## src/rtl/l2_arb_pkg.sv

```systemverilog
// rtl/l2_arb_pkg.sv - shared constants and FSM state type for the L2 port arbiter
package l2_arb_pkg;

  localparam int NREQ             = 8;
  localparam int ID_W             = 3;
  localparam int HOLD_MAX_DEFAULT = 64;

  typedef enum logic [0:0] {
    ARB_IDLE  = 1'b0,
    ARB_GRANT = 1'b1
  } arb_state_t;

endpackage

```

## src/rtl/rr_prio_encoder.sv

```systemverilog
// rtl/rr_prio_encoder.sv - combinational round-robin find: rotate by ptr, pick lowest, un-rotate
module rr_prio_encoder
  import l2_arb_pkg::*;
(
  input  logic [NREQ-1:0] req,
  input  logic [ID_W-1:0] ptr,
  output logic            any,
  output logic [ID_W-1:0] win_id,
  output logic [NREQ-1:0] win_onehot
);

  logic [NREQ-1:0] rot;
  logic [ID_W-1:0] rot_idx;
  logic [ID_W-1:0] src_idx;

  always_comb begin
    rot     = '0;
    src_idx = '0;
    for (int i = 0; i < NREQ; i++) begin
      src_idx = ID_W'(i) + ptr;
      rot[i]  = req[src_idx];
    end
  end

  // Scanning downward leaves the lowest set rotated bit, i.e. the first one at or after ptr.
  always_comb begin
    rot_idx = '0;
    for (int i = NREQ - 1; i >= 0; i--) begin
      if (rot[i]) rot_idx = ID_W'(i);
    end
  end

  always_comb begin
    any        = |req;
    win_id     = rot_idx + ptr;
    win_onehot = '0;
    if (any) win_onehot[win_id] = 1'b1;
  end

endmodule

```

## src/rtl/l2_port_arbiter.sv

```systemverilog
// rtl/l2_port_arbiter.sv - round-robin owner of the single L2 access port; L2_ARB_TIMEOUT_EN adds forced revocation
module l2_port_arbiter
  import l2_arb_pkg::*;
#(
  parameter int HOLD_MAX = HOLD_MAX_DEFAULT
) (
  input  logic            clk,
  input  logic            rst,
  input  logic [NREQ-1:0] req,
  input  logic [NREQ-1:0] done,
  output logic [NREQ-1:0] grant,
  output logic [ID_W-1:0] grant_id,
  output logic            grant_valid,
  output logic            timeout_err
);

  arb_state_t      state_q, state_d;
  logic [ID_W-1:0] ptr_q, ptr_d;
  logic [NREQ-1:0] grant_q, grant_d;
  logic [ID_W-1:0] id_q, id_d;
  logic            valid_q, valid_d;

  logic            enc_any;
  logic [ID_W-1:0] enc_id;
  logic [NREQ-1:0] enc_onehot;

  logic            holder_done;
  logic            holder_req;
  logic            tmo;

  rr_prio_encoder u_enc (
    .req        (req),
    .ptr        (ptr_q),
    .any        (enc_any),
    .win_id     (enc_id),
    .win_onehot (enc_onehot)
  );

  assign holder_done = done[id_q];
  assign holder_req  = req[id_q];

`ifdef L2_ARB_TIMEOUT_EN
  localparam int HOLD_W = $clog2(HOLD_MAX);

  logic [HOLD_W-1:0] cnt_q, cnt_d;
  logic              terr_q;

  // Abandonment or done in the limit cycle is an ordinary release, not a revocation.
  assign tmo = (state_q == ARB_GRANT) && (cnt_q == HOLD_W'(HOLD_MAX - 1))
               && !holder_done && holder_req;

  always_ff @(posedge clk) begin
    if (rst) begin
      cnt_q  <= '0;
      terr_q <= 1'b0;
    end else begin
      cnt_q  <= cnt_d;
      terr_q <= tmo;
    end
  end

  always_comb begin
    cnt_d = cnt_q;
    if (state_q == ARB_IDLE) cnt_d = '0;
    else                     cnt_d = cnt_q + 1'b1;
  end

  assign timeout_err = terr_q;
`else
  logic unused_hold_max;

  assign unused_hold_max = (HOLD_MAX > 0);
  assign tmo             = 1'b0;
  assign timeout_err     = 1'b0;
`endif

  always_ff @(posedge clk) begin
    if (rst) begin
      state_q <= ARB_IDLE;
      ptr_q   <= '0;
      grant_q <= '0;
      id_q    <= '0;
      valid_q <= 1'b0;
    end else begin
      state_q <= state_d;
      ptr_q   <= ptr_d;
      grant_q <= grant_d;
      id_q    <= id_d;
      valid_q <= valid_d;
    end
  end

  always_comb begin
    state_d = state_q;
    ptr_d   = ptr_q;
    grant_d = grant_q;
    id_d    = id_q;
    valid_d = valid_q;
    case (state_q)
      ARB_IDLE: begin
        if (enc_any) begin
          state_d = ARB_GRANT;
          grant_d = enc_onehot;
          id_d    = enc_id;
          valid_d = 1'b1;
        end
      end
      ARB_GRANT: begin
        // No preemption: only the holder's own done/req (or the timeout) ends the grant.
        if (holder_done || !holder_req || tmo) begin
          state_d = ARB_IDLE;
          grant_d = '0;
          valid_d = 1'b0;
          ptr_d   = id_q + 1'b1;
        end
      end
      default: begin
        state_d = ARB_IDLE;
        grant_d = '0;
        valid_d = 1'b0;
      end
    endcase
  end

  assign grant       = grant_q;
  assign grant_id    = id_q;
  assign grant_valid = valid_q;

endmodule

```

## config.mk

```make
export PLATFORM = sky130hd
export DESIGN_NAME = l2_port_arbiter
export DESIGN_NICKNAME = d
export VERILOG_FILES = /design/src/rtl/l2_arb_pkg.sv /design/src/rtl/rr_prio_encoder.sv /design/src/rtl/l2_port_arbiter.sv
export SDC_FILE = /design/constraint.sdc
export NUM_CORES = 1
export LEC_CHECK = 0
export CORE_AREA = 5 5 76 78
export CTS_BUF_LIST = sky130_fd_sc_hd__clkbuf_4 sky130_fd_sc_hd__clkbuf_8
export DETAILED_ROUTE_END_ITERATION = 7
export DIE_AREA = 0 0 81 83
export REMOVE_ABC_BUFFERS = 1
export SYNTH_ARGS = -nofsm -noshare
export SYNTH_HDL_FRONTEND = slang
export SYNTH_HIERARCHICAL = 1
export SYNTH_SLANG_ARGS = --single-unit
```

## constraint.sdc

```tcl
create_clock -name clk -period 3.3 [get_ports clk]
set_clock_uncertainty 0.15 [all_clocks]
set_input_delay 0.66 -clock clk [delete_from_list [all_inputs] [get_ports clk]]
set_output_delay 0.66 -clock clk [all_outputs]
set_load 0.02 [all_outputs]
```

==> flow_summary.json <==
{
  "status": "finished, violations left",
  "violations": "negative setup slack",
  "tightest_slew_ns": 0.768,
  "gp_congestion": 0.870,
  "grt_max_degree": 28,
  "grt_pass1_wl_um": 7600,
  "rsz0062_at_grt": "true",
  "p_leak_uw": 0.000994,
  "total_power_uw": 2180,
  "syn_to_final_growth_pct": 47.6,
  "fin_nets": 283,
  "synth_flop_cell": "dfxtp_1",
  "track_usage_pct": 13.5,
  "core_area_mm2": 0.00501,
  "design_area_mm2": 0.00250,
  "cp-end-kind": "flop",
  "grt_use_met1_pct": 18.0,
  "rr_startpoint": "ptr_q[1]",
  "cts_tree": "done",
  "avgRoutedWirePerCell_um": 13.8,
  "drv_cap": 0,
  "core.rowCount": 26,
  "crit_start": "req[3]",
  "crit_type": "input pin to flop",
  "cts_made_buffers": 3,
  "cts.sinks": 16,
  "die-area_mm2": 0.00672,
  "ios": 31,
  "grtUsageMet3_pct": 1.73,
  "die_height_um": 83,
  "critPathArrivalTime_ns": 3.42,
  "ant_nets": 0,
  "fmax_mhz": 295,
  "insertion_delay_ns": 0.25,
  "seq_area_frac_synth_pct": 18.9,
  "fin_crit_ns": 3.39,
  "grt_overflow": 0,
  "cp_max_fo": 5,
  "synth_top_area_share_pct": 18.9,
  "holdWs_ns": 0.334,
  "diodes": 0,
  "first_pass_iters": 5,
  "synth.area.top_cells": "dfxtp_1 19%, mux2i_1 11%, mux4_2 9.3%",
  "synth_edf_count": 0,
  "setup_viol": 6,
  "cts-root-buf": "clkbuf_8",
  "hold_path_class": "flop to flop",
  "hp-start": "grant[7]",
  "vias": 1687,
  "netlist_instances": 192,
  "relSlewSlack_pct": 48.7,
  "path_cells": "buf_2 > mux4_2 > nand3_1 > a21oi_2 > nor3_2 > o21ai_1 > a31oi_1 > ha_2 > inv_2 > fa_2 > inv_2 > a211oi_2 > nand2_1 > mux2i_1 > nand3b_1 > o21ai_1",
  "yosys.cell_types.count": 51,
  "initial_utilization_pct": 33.8,
  "drc": 0,
  "cts_buffer_depth": 2,
  "mappedNetlistArea_mm2": 0.00169,
  "drt-total-wl_um": 4540,
  "grt_pass1_vias": 1683,
  "reg2reg_setup_slack_ns": -0.06,
  "ys_ff_latch": 16,
  "fin_ws_ns": -0.0851,
  "hold_depth": 2,
  "final.setup.tns_ns": -0.219,
  "power.density_mw_per_mm2": 871,
  "yosysWarnings": 6,
  "cp_slowest_cell": "fa_2",
  "ys_async_sr_fraction_pct": 0,
  "ir_drop_mv": 0.527,
  "cts.clk_slew.worst_paths_ns": 0.07,
  "hold_viol_final": 0,
  "drtIter0Drc": 78,
  "use_met2_pct": 23.4,
  "synth.largest_area_cell": "dfxtp_1",
  "vias_per_cell": 5.13,
  "post-place-ws_ns": -0.780,
  "grt_antenna_before_repair": 0,
  "r2r_cells": 15,
  "syn_avg_cell_area_um2": 8.82,
  "gr-max-usage-layer": "met2",
  "drive_above_1_share_pct": 40.2,
  "portBuffers": 29,
  "cp_slowest_stage_delay_ns": 0.60,
  "required_ns": 3.33,
  "fin_crit_sh_pct": 103,
  "worstSetupStartpointType": "input pin",
  "h-tree-depth": 1,
  "die-width_um": 81,
  "slew_viol_final": 0,
  "hpwlAfterDp_um": 3300,
  "post_dp_cell_area_mm2": 0.00226
}
layout by cell type, fill, tap and decap left out, drive strengths merged, types with 6 or more instances in the layout:
| master | Yosys | layout |
|---|---|---|
| mux4 | 8 | 8 |
| clkdlybuf4s50 | 0 | 21 |
| inv | 7 | 7 |
| mux2i | 18 | 18 |
| nor2b | 6 | 6 |
| buf | 8 | 54 |
| nand2b | 6 | 6 |
| nor2 | 11 | 11 |
| o21ai | 11 | 11 |
| nand2 | 24 | 24 |
| dfxtp | 16 | 16 |
| nand3b | 19 | 19 |
| a21oi | 8 | 8 |
through the flow:
stage / std cells / util (%)
2_1_floorplan: 180 / -
3_3_place_gp: 315 / 45.1
3_5_place_dp: 315 / 45.1
4_1_cts: 327 / 48.4
5_1_grt: 329 / 49.9
6_report: 329 / 49.9
layout make-up:
| cell class | count | area (um^2) |
|---|---|---|
| Multi-Input combinational cell | 157 | 1370 |
| Timing Repair Buffer | 75 | 636 |
| Sequential cell | 16 | 323 |
| Inverter | 7 | 26.3 |
| Tap cell | 70 | 87.6 |
| Fill cell | 504 | 2510 |
| Clock buffer | 4 | 55.1 |
cells in the mapped netlist, types with 2 or more instances:
master    number
a211oi_1       2
and3_1         2
nor2_1        10
xor2_1         3
ha_1           4
nor4_1         2
buf_6          4
a22oi_1        2
inv_1          7
nor3_1         3
clkbuf_1       4
nor2b_1        5
nand3b_1      19
dfxtp_1       16
nand2b_1       5
mux4_2         7
buf_2          2
a21oi_1        6
a21o_1         2
nand2_1       24
nand3_1        2
mux2_4         2
nor3b_1        2
o21ai_0        9
xnor2_1        4
mux2i_1       18
a21oi_2        2
worst paths after layout:
path | to
worst max-delay path | grant[0]
worst min-delay path | grant[7]
worst min register to register | grant[7]
worst max register to register | grant[0]
sequential cells by signal (all words and copies together), names as in the netlist:
register / count
grant: 8
grant_id: 3
ptr_q: 3
grant_valid: 1
state_q: 1
report_power, final:
part,total [uW],switching [uW],internal (uW)
Sequential,327,72.5,255
Clock,177,71.6,106
Combinational,1670,786,886
Total,2180,930,1250
layer usage:
layer  vias up  wire length, um
met3         4               93
met1       822             2040
met5         -                0
met2        31             2370
met4         0               38
li1        830                -
critical path, delay by kind of cell:
family                     cells  cell delay (ns)
AOI/OAI and AO/OA              5             0.59
adders and majority gates      2             0.80
buffers and inverters          3             0.23
muxes                          2             0.66
and+or+nand+nor                4             0.48
repair_timing:
action / 4_1_cts / 5_1_grt
cloned: 0 / 0
buffers inserted: 8 / 3
pin swaps: 14 / 10
hold buffers: 0 / 0
setup endpoints to repair: 10 / 10
gates resized for setup: 54 / 22
cells by family after synthesis:
| kind of cell | share of synthesized area [%] |
|---|---|
| DFF | 18.9 |
| other | 0.221 |
| buffers and inverters | 6.35 |
| xor gates and xnor gates | 3.62 |
| adders and majority gates | 4.14 |
| and+or+nand+nor | 26.0 |
| muxes | 23.3 |
| AOI/OAI and AO/OA | 17.5 |
(Power assumes the default switching activity.)
